File: config.mk
export PLATFORM = sky130hd
export DESIGN_NAME = alu_limb_seq
export DESIGN_NICKNAME = d
export VERILOG_FILES = /design/src/rtl/alu_pkg.sv /design/src/rtl/alu_limb_seq.sv
export SDC_FILE = /design/constraint.sdc
export NUM_CORES = 1
export LEC_CHECK = 0
export CORE_ASPECT_RATIO = 0.9
export CORE_MARGIN = 4
export CORE_UTILIZATION = 40
export DETAILED_ROUTE_END_ITERATION = 16
export PLACE_DENSITY = 0.73
export SYNTH_ARGS = -nofsm -noshare
export SYNTH_HDL_FRONTEND = slang
export SYNTH_SLANG_ARGS = --single-unit
File: constraint.sdc
create_clock -name clk -period 1.8 [get_ports clk]
set_input_delay 0.45 -clock clk [delete_from_list [all_inputs] [get_ports clk]]
set_output_delay 0.45 -clock clk [all_outputs]
set_load 0.02 [all_outputs]
File: src/rtl/alu_pkg.sv
// Shared ALU opcodes plus the limb sequencer's command and state encodings.
// The helper derives the carry fed into the lowest limb for each command kind.
package alu_pkg;

    typedef enum logic [2:0] {
        ALU_ADD = 3'b000,
        ALU_SUB = 3'b001
    } alu_opc_e;

    typedef enum logic [1:0] {
        ADD = 2'b00,
        SUB = 2'b01,
        ADC = 2'b10,
        SBC = 2'b11
    } seq_op_e;

    typedef enum logic [1:0] {
        IDLE = 2'b00,
        RUN  = 2'b01,
        DONE = 2'b10
    } seq_state_e;

    // Subtraction runs as a + ~b + cin, so SUB starts with carry 1 and SBC with ~borrow.
    function automatic logic init_carry(input seq_op_e op, input logic cin);
        case (op)
            ADD:     return 1'b0;
            SUB:     return 1'b1;
            ADC:     return cin;
            SBC:     return ~cin;
            default: return 1'b0;
        endcase
    endfunction

endpackage

File: src/rtl/alu_limb_seq.sv
// Wide ADD/SUB/ADC/SBC sequencer: drives the shared ALU one limb per cycle, LS limb first.
// Latency: accept, NLIMBS RUN cycles, then result held until res_ready; cmd_ready only in IDLE.
// Backpressure: result and flags are frozen while res_valid && !res_ready; no command queueing.
module alu_limb_seq
    import alu_pkg::*;
#(
    parameter int REG_WIDTH = 16,
    parameter int NLIMBS    = 4
) (
    input  logic                        clk,
    input  logic                        rst_n,
    input  logic                        cmd_valid,
    output logic                        cmd_ready,
    input  logic [1:0]                  cmd_op,
    input  logic                        cmd_cin,
    input  logic [NLIMBS*REG_WIDTH-1:0] cmd_a,
    input  logic [NLIMBS*REG_WIDTH-1:0] cmd_b,
    output logic                        res_valid,
    input  logic                        res_ready,
    output logic [NLIMBS*REG_WIDTH-1:0] res_data,
    output logic                        res_c,
    output logic                        res_v,
    output logic                        res_z,
    output logic [REG_WIDTH-1:0]        alu_ra,
    output logic [REG_WIDTH-1:0]        alu_rb,
    output logic                        alu_cin,
    output logic [2:0]                  alu_opc,
    input  logic [REG_WIDTH-1:0]        alu_out,
    input  logic                        alu_c,
    input  logic                        alu_v
);

    localparam int WW = NLIMBS * REG_WIDTH;
    localparam int IW = (NLIMBS > 1) ? $clog2(NLIMBS) : 1;
    localparam logic [IW-1:0] LAST = IW'(NLIMBS - 1);

    seq_state_e      state;
    seq_op_e         op_in;
    logic [WW-1:0]   a_sh, b_sh, a_nx, b_nx, b_in;
    logic [IW-1:0]   idx;
    logic            is_sub;
    logic            zacc;
    logic            limb_zero;

    assign op_in     = seq_op_e'(cmd_op);
    assign b_in      = cmd_op[0] ? ~cmd_b : cmd_b;
    assign a_nx      = a_sh >> REG_WIDTH;
    assign b_nx      = b_sh >> REG_WIDTH;
    assign limb_zero = (alu_out == '0);

    assign cmd_ready = (state == IDLE);
    assign res_valid = (state == DONE);
    assign alu_opc   = ALU_ADD;

    // Operand shifters keep the next limb at the bottom so the ALU ports load from flops.
    always_ff @(posedge clk or negedge rst_n) begin
        if (!rst_n) begin
            state    <= IDLE;
            a_sh     <= '0;
            b_sh     <= '0;
            idx      <= '0;
            is_sub   <= 1'b0;
            zacc     <= 1'b0;
            res_data <= '0;
            res_c    <= 1'b0;
            res_v    <= 1'b0;
            res_z    <= 1'b0;
            alu_ra   <= '0;
            alu_rb   <= '0;
            alu_cin  <= 1'b0;
        end else begin
            case (state)
                IDLE: begin
                    if (cmd_valid) begin
                        a_sh    <= cmd_a;
                        b_sh    <= b_in;
                        alu_ra  <= cmd_a[REG_WIDTH-1:0];
                        alu_rb  <= b_in[REG_WIDTH-1:0];
                        alu_cin <= init_carry(op_in, cmd_cin);
                        idx     <= '0;
                        zacc    <= 1'b1;
                        is_sub  <= cmd_op[0];
                        state   <= RUN;
                    end
                end
                RUN: begin
                    res_data[idx*REG_WIDTH +: REG_WIDTH] <= alu_out;
                    zacc <= zacc & limb_zero;
                    idx  <= idx + 1'b1;
                    a_sh <= a_nx;
                    b_sh <= b_nx;
                    if (idx == LAST) begin
                        res_v   <= alu_v;
                        res_c   <= is_sub ^ alu_c;
                        res_z   <= zacc & limb_zero;
                        alu_ra  <= '0;
                        alu_rb  <= '0;
                        alu_cin <= 1'b0;
                        state   <= DONE;
                    end else begin
                        alu_ra  <= a_nx[REG_WIDTH-1:0];
                        alu_rb  <= b_nx[REG_WIDTH-1:0];
                        alu_cin <= alu_c;
                    end
                end
                DONE: begin
                    if (res_ready) begin
                        state <= IDLE;
                    end
                end
                default: state <= IDLE;
            endcase
        end
    end

endmodule

==> run_results.csv <==
group,metric,value,unit
outcome,status,"complete, no violations",
pwr,peakVddDrop,0.8435,mV
pwr,internal_power,0.01407,W
drt,vias,7708,
logic_synthesis,ys.flop_type,"dfrtp_1",
floorplan,ioPinCount,258,
logic_synthesis,synthAdderAreaFrac,0.008187,
clock_tree,cts_buffers,23,
logic_synthesis,synth.area.top_cells,"dfrtp_1, a22o_1, nand2_1",
critical_path,endpoint_kind,"primary output",
pwr,power_switching,0.009222,W
pwr,comb_power_share,0.458,
timing,period_share,0.9669,
logic_synthesis,yosys.area_share.simple,0.1377,
pwr,power,0.02329,W
final_layout,syn2layout_area_growth,44.74,%
drt,drtPass1Iterations,5,
logic_synthesis,ys_warn_count,0,
final_layout,final_nets,1324,
logic_synthesis,synth-compound-area-share,0.1453,
logic_synthesis,synth_area,9170,µm²
place,hpwl,19140,µm
hold_path,hold_class,"in2async",
clock_tree,cts_max_level,1,
place,post-place-ws,-0.3381,ns
logic_synthesis,seq_area_frac_synth,0.5512,
clock_tree,cts-root-buf,"clkbuf_16",
pwr,p_clk_frac,0.199,
final_layout,n_antenna_cell,0,
clock_tree,cts_tree,"done",
critical_path,worstSetupPathType,"reg2out",
global_routing,grt_max_degree,63,
drt,routed_wl,26940,µm
final_layout,nFillCells,1943,
logic_synthesis,synth_cells,886,
logic_synthesis,synth-xor-area-share,0.06208,
timing,fin_ws,0.05955,ns
pwr,switching_share,0.3960,
clock_tree,clock_latency,0.50,ns
critical_path,cp_num_buf_inv,1,
pwr,pwr-share-seq,0.343,
clock_tree,clk_pin_slew,0.06,ns
critical_path,cpMaxStageDelayCell,"dfrtp_2",
logic_synthesis,synth_top_family_by_area,"compound AO/OA/AOI/OAI gates",
place,dpl.cell_count,1432,
logic_synthesis,async_flop_share,1.000,
timing,rsz0062_at_grt,"yes",
drt,viasPerCell,5.212,
critical_path,crit_fanout,4,
timing,layout_min_cycle_time,1.740,ns
critical_path,crit_arrival,1.29,ns
critical_path,crit_required,1.35,ns
place,portBuffers,254,
floorplan,die_w,167.6,µm
drt,drc_errors,0,
timing,final-setup-viol-count,0,
critical_path,crit_family,"flip-flops",
final_layout,stdcell_count,1479,
logic_synthesis,muxShareOfSynthArea,0.05362,
drt,final_antenna_net_count,0,
logic_synthesis,synth_top_area_frac,0.5512,
logic_synthesis,synthMostInstantiatedCell,"dfrtp_1",
timing,slew_viol_final,0,
floorplan,rows,52,
critical_path,critPathLaunchType,"register",
timing,finClkSkew,0.01007,ns
floorplan,design.die.area,25410,µm²
clock_tree,cts.sinks,202,
timing,hold_viol_final,0,
final_layout,drive_gt1_frac,0.1083,
drt,first_iter_violations,559,
floorplan,coreArea,22510,µm²
place,gp_congestion,0.8290,
floorplan,start_util,0.4073,
logic_synthesis,ys_ff_latch,202,
global_routing,grt-ovfl-total,0,
critical_path,slowest_delay,0.44,ns
logic_synthesis,syn_avg_cell_area,10.35,µm²
logic_synthesis,ys_types,41,
job,cap_viol_max_count,0,
logic_synthesis,synth-edff-count,0,
pwr,powerDensity,1755,nW/µm²
drt,wl_per_cell,18.22,µm
global_routing,grt_pass1_vias,7499,
floorplan,die_h,151.6,µm
global_routing,grt_usage,0.2054,
global_routing,grt_antenna_before_repair,0,
critical_path,path_cells,"nor2_2 -> buf_2",
pwr,p_leak,6.229,nW
logic_synthesis,synth.largest_area_cell,"dfrtp_1",
timing,max_freq,574.6,MHz
logic_synthesis,synth_common_cells,"dfrtp_1, nand2_1, a22o_1",
clock_tree,cts_buffer_depth,3,
global_routing,grt_pass1_wl,42280,µm
flip-flops by register name (all words and copies together) (netlist names), 2 cells and up:
name / flops
a_sh: 48
alu_ra: 16
alu_rb: 16
b_sh: 48
idx: 2
res_data: 64
state: 2
routing by layer:
| metal | share of wire | up-vias | track usage | wire length [µm] |
|---|---|---|---|---|
| met5 | 0 | - | 0 | 0 |
| met4 | 0.022 | 0 | 0.04584 | 580 |
| met3 | 0.060 | 40 | 0.03424 | 1619 |
| met2 | 0.46 | 290 | 0.3302 | 12490 |
| met1 | 0.45 | 3709 | 0.2959 | 12260 |
| li1 | - | 3669 | - | - |
cell usage in the layout, fill, tap and decap left out, drive strengths merged, types with 2 or more instances in the layout:
master,instances
dfrtp,202
a31oi,48
clkinvlp,2
mux2i,48
and3b,2
clkdlybuf4s50,150
nor4,4
nand2,139
inv,5
buf,75
nor2,51
o31ai,3
a22o,64
bufinv,2
clkbuf,35
ha,6
xor2,48
nand3,53
a21oi,33
nor2b,5
a211oi,2
xnor2,17
conb,3
dlygate4sd2,100
nor3,4
nand3b,13
clkinv,4
o21ai,51
logic make-up after synthesis:
| group | Yosys count |
|---|---|
| AO/OA/AOI/OAI | 203 |
| XOR/XNOR | 65 |
| adder cells (fa/ha/maj) | 6 |
| buffers and inverters | 80 |
| flip-flops | 202 |
| multiplexers | 49 |
| other | 1 |
| AND/OR/NAND/NOR | 280 |
per-stage QoR:
stage / util / setup TNS [ns] / cell area, µm² / hold WS (ns)
global route: 0.5896 / -0.01578 / 13270 / 0.4410
detailed placement: 0.5561 / -32.03 / 12520 / 0.3947
finish: 0.5896 / 0 / 13270 / 0.4258
floorplan: - / 0 / 9178 / 0.1544
CTS: 0.5845 / 0 / 13160 / 0.4211
global placement: 0.5561 / -29.71 / 12520 / 0.3927
worst reg2reg max path, delay by kind of cell (launching register included):
family                 cells  cell delay [ns]
AO/OA/AOI/OAI              1             0.10
AND/OR/NAND/NOR            1             0.24
flip-flops                 1             0.44
multiplexers               1             0.20
buffers and inverters      3             0.57
timing repair:
| item | in CTS | in global routing |
|---|---|---|
| endpoints found under the hold margin | 27 | 0 |
| endpoints found under the setup margin | 102 | 60 |
| gates cloned | 0 | 2 |
| hold buffers | 1 | 0 |
| setup buffers | 0 | 2 |
| pin swaps | 0 | 1 |
| resized for setup | 110 | 17 |
final timing paths:
check,start,endpoint,slack (ns),cells past startpoint
max,state[0],cmd_ready,0.06,2
min,rst_n,res_v,0.43,2
max reg2reg,state[0],b_sh[19],0.12,6
min reg2reg,res_c,res_c,0.49,2
max in group asynchronous,rst_n,b_sh[40],0.75,3
min in group clk,cmd_op[0],b_sh[50],0.45,3
power groups by stage:
| stage | combinational (W) | sequential [W] | clock [W] |
|---|---|---|---|
| floorplan | 0.00525 | 0.00901 | 0 |
| global placement | 0.0110 | 0.00800 | 0 |
| detailed placement | 0.0112 | 0.00808 | 0 |
| CTS | 0.0106 | 0.00799 | 0.00474 |
| global route | 0.0117 | 0.00826 | 0.00491 |
| finish | 0.0107 | 0.00799 | 0.00463 |
layout make-up:
type / count / area, µm² / share of cell area
Sequential cell: 202 / 5056 / 0.3809
Multi-Input combinational cell: 606 / 3809 / 0.2870
Timing Repair Buffer: 328 / 3261 / 0.2457
Clock buffer: 33 / 653.1 / 0.04921
Tap cell: 297 / 371.6 / 0.02800
Clock inverter: 9 / 107.6 / 0.008107
Inverter: 4 / 15.01 / 0.001131
No activity file was read; power rests on OpenSTA's default activity.
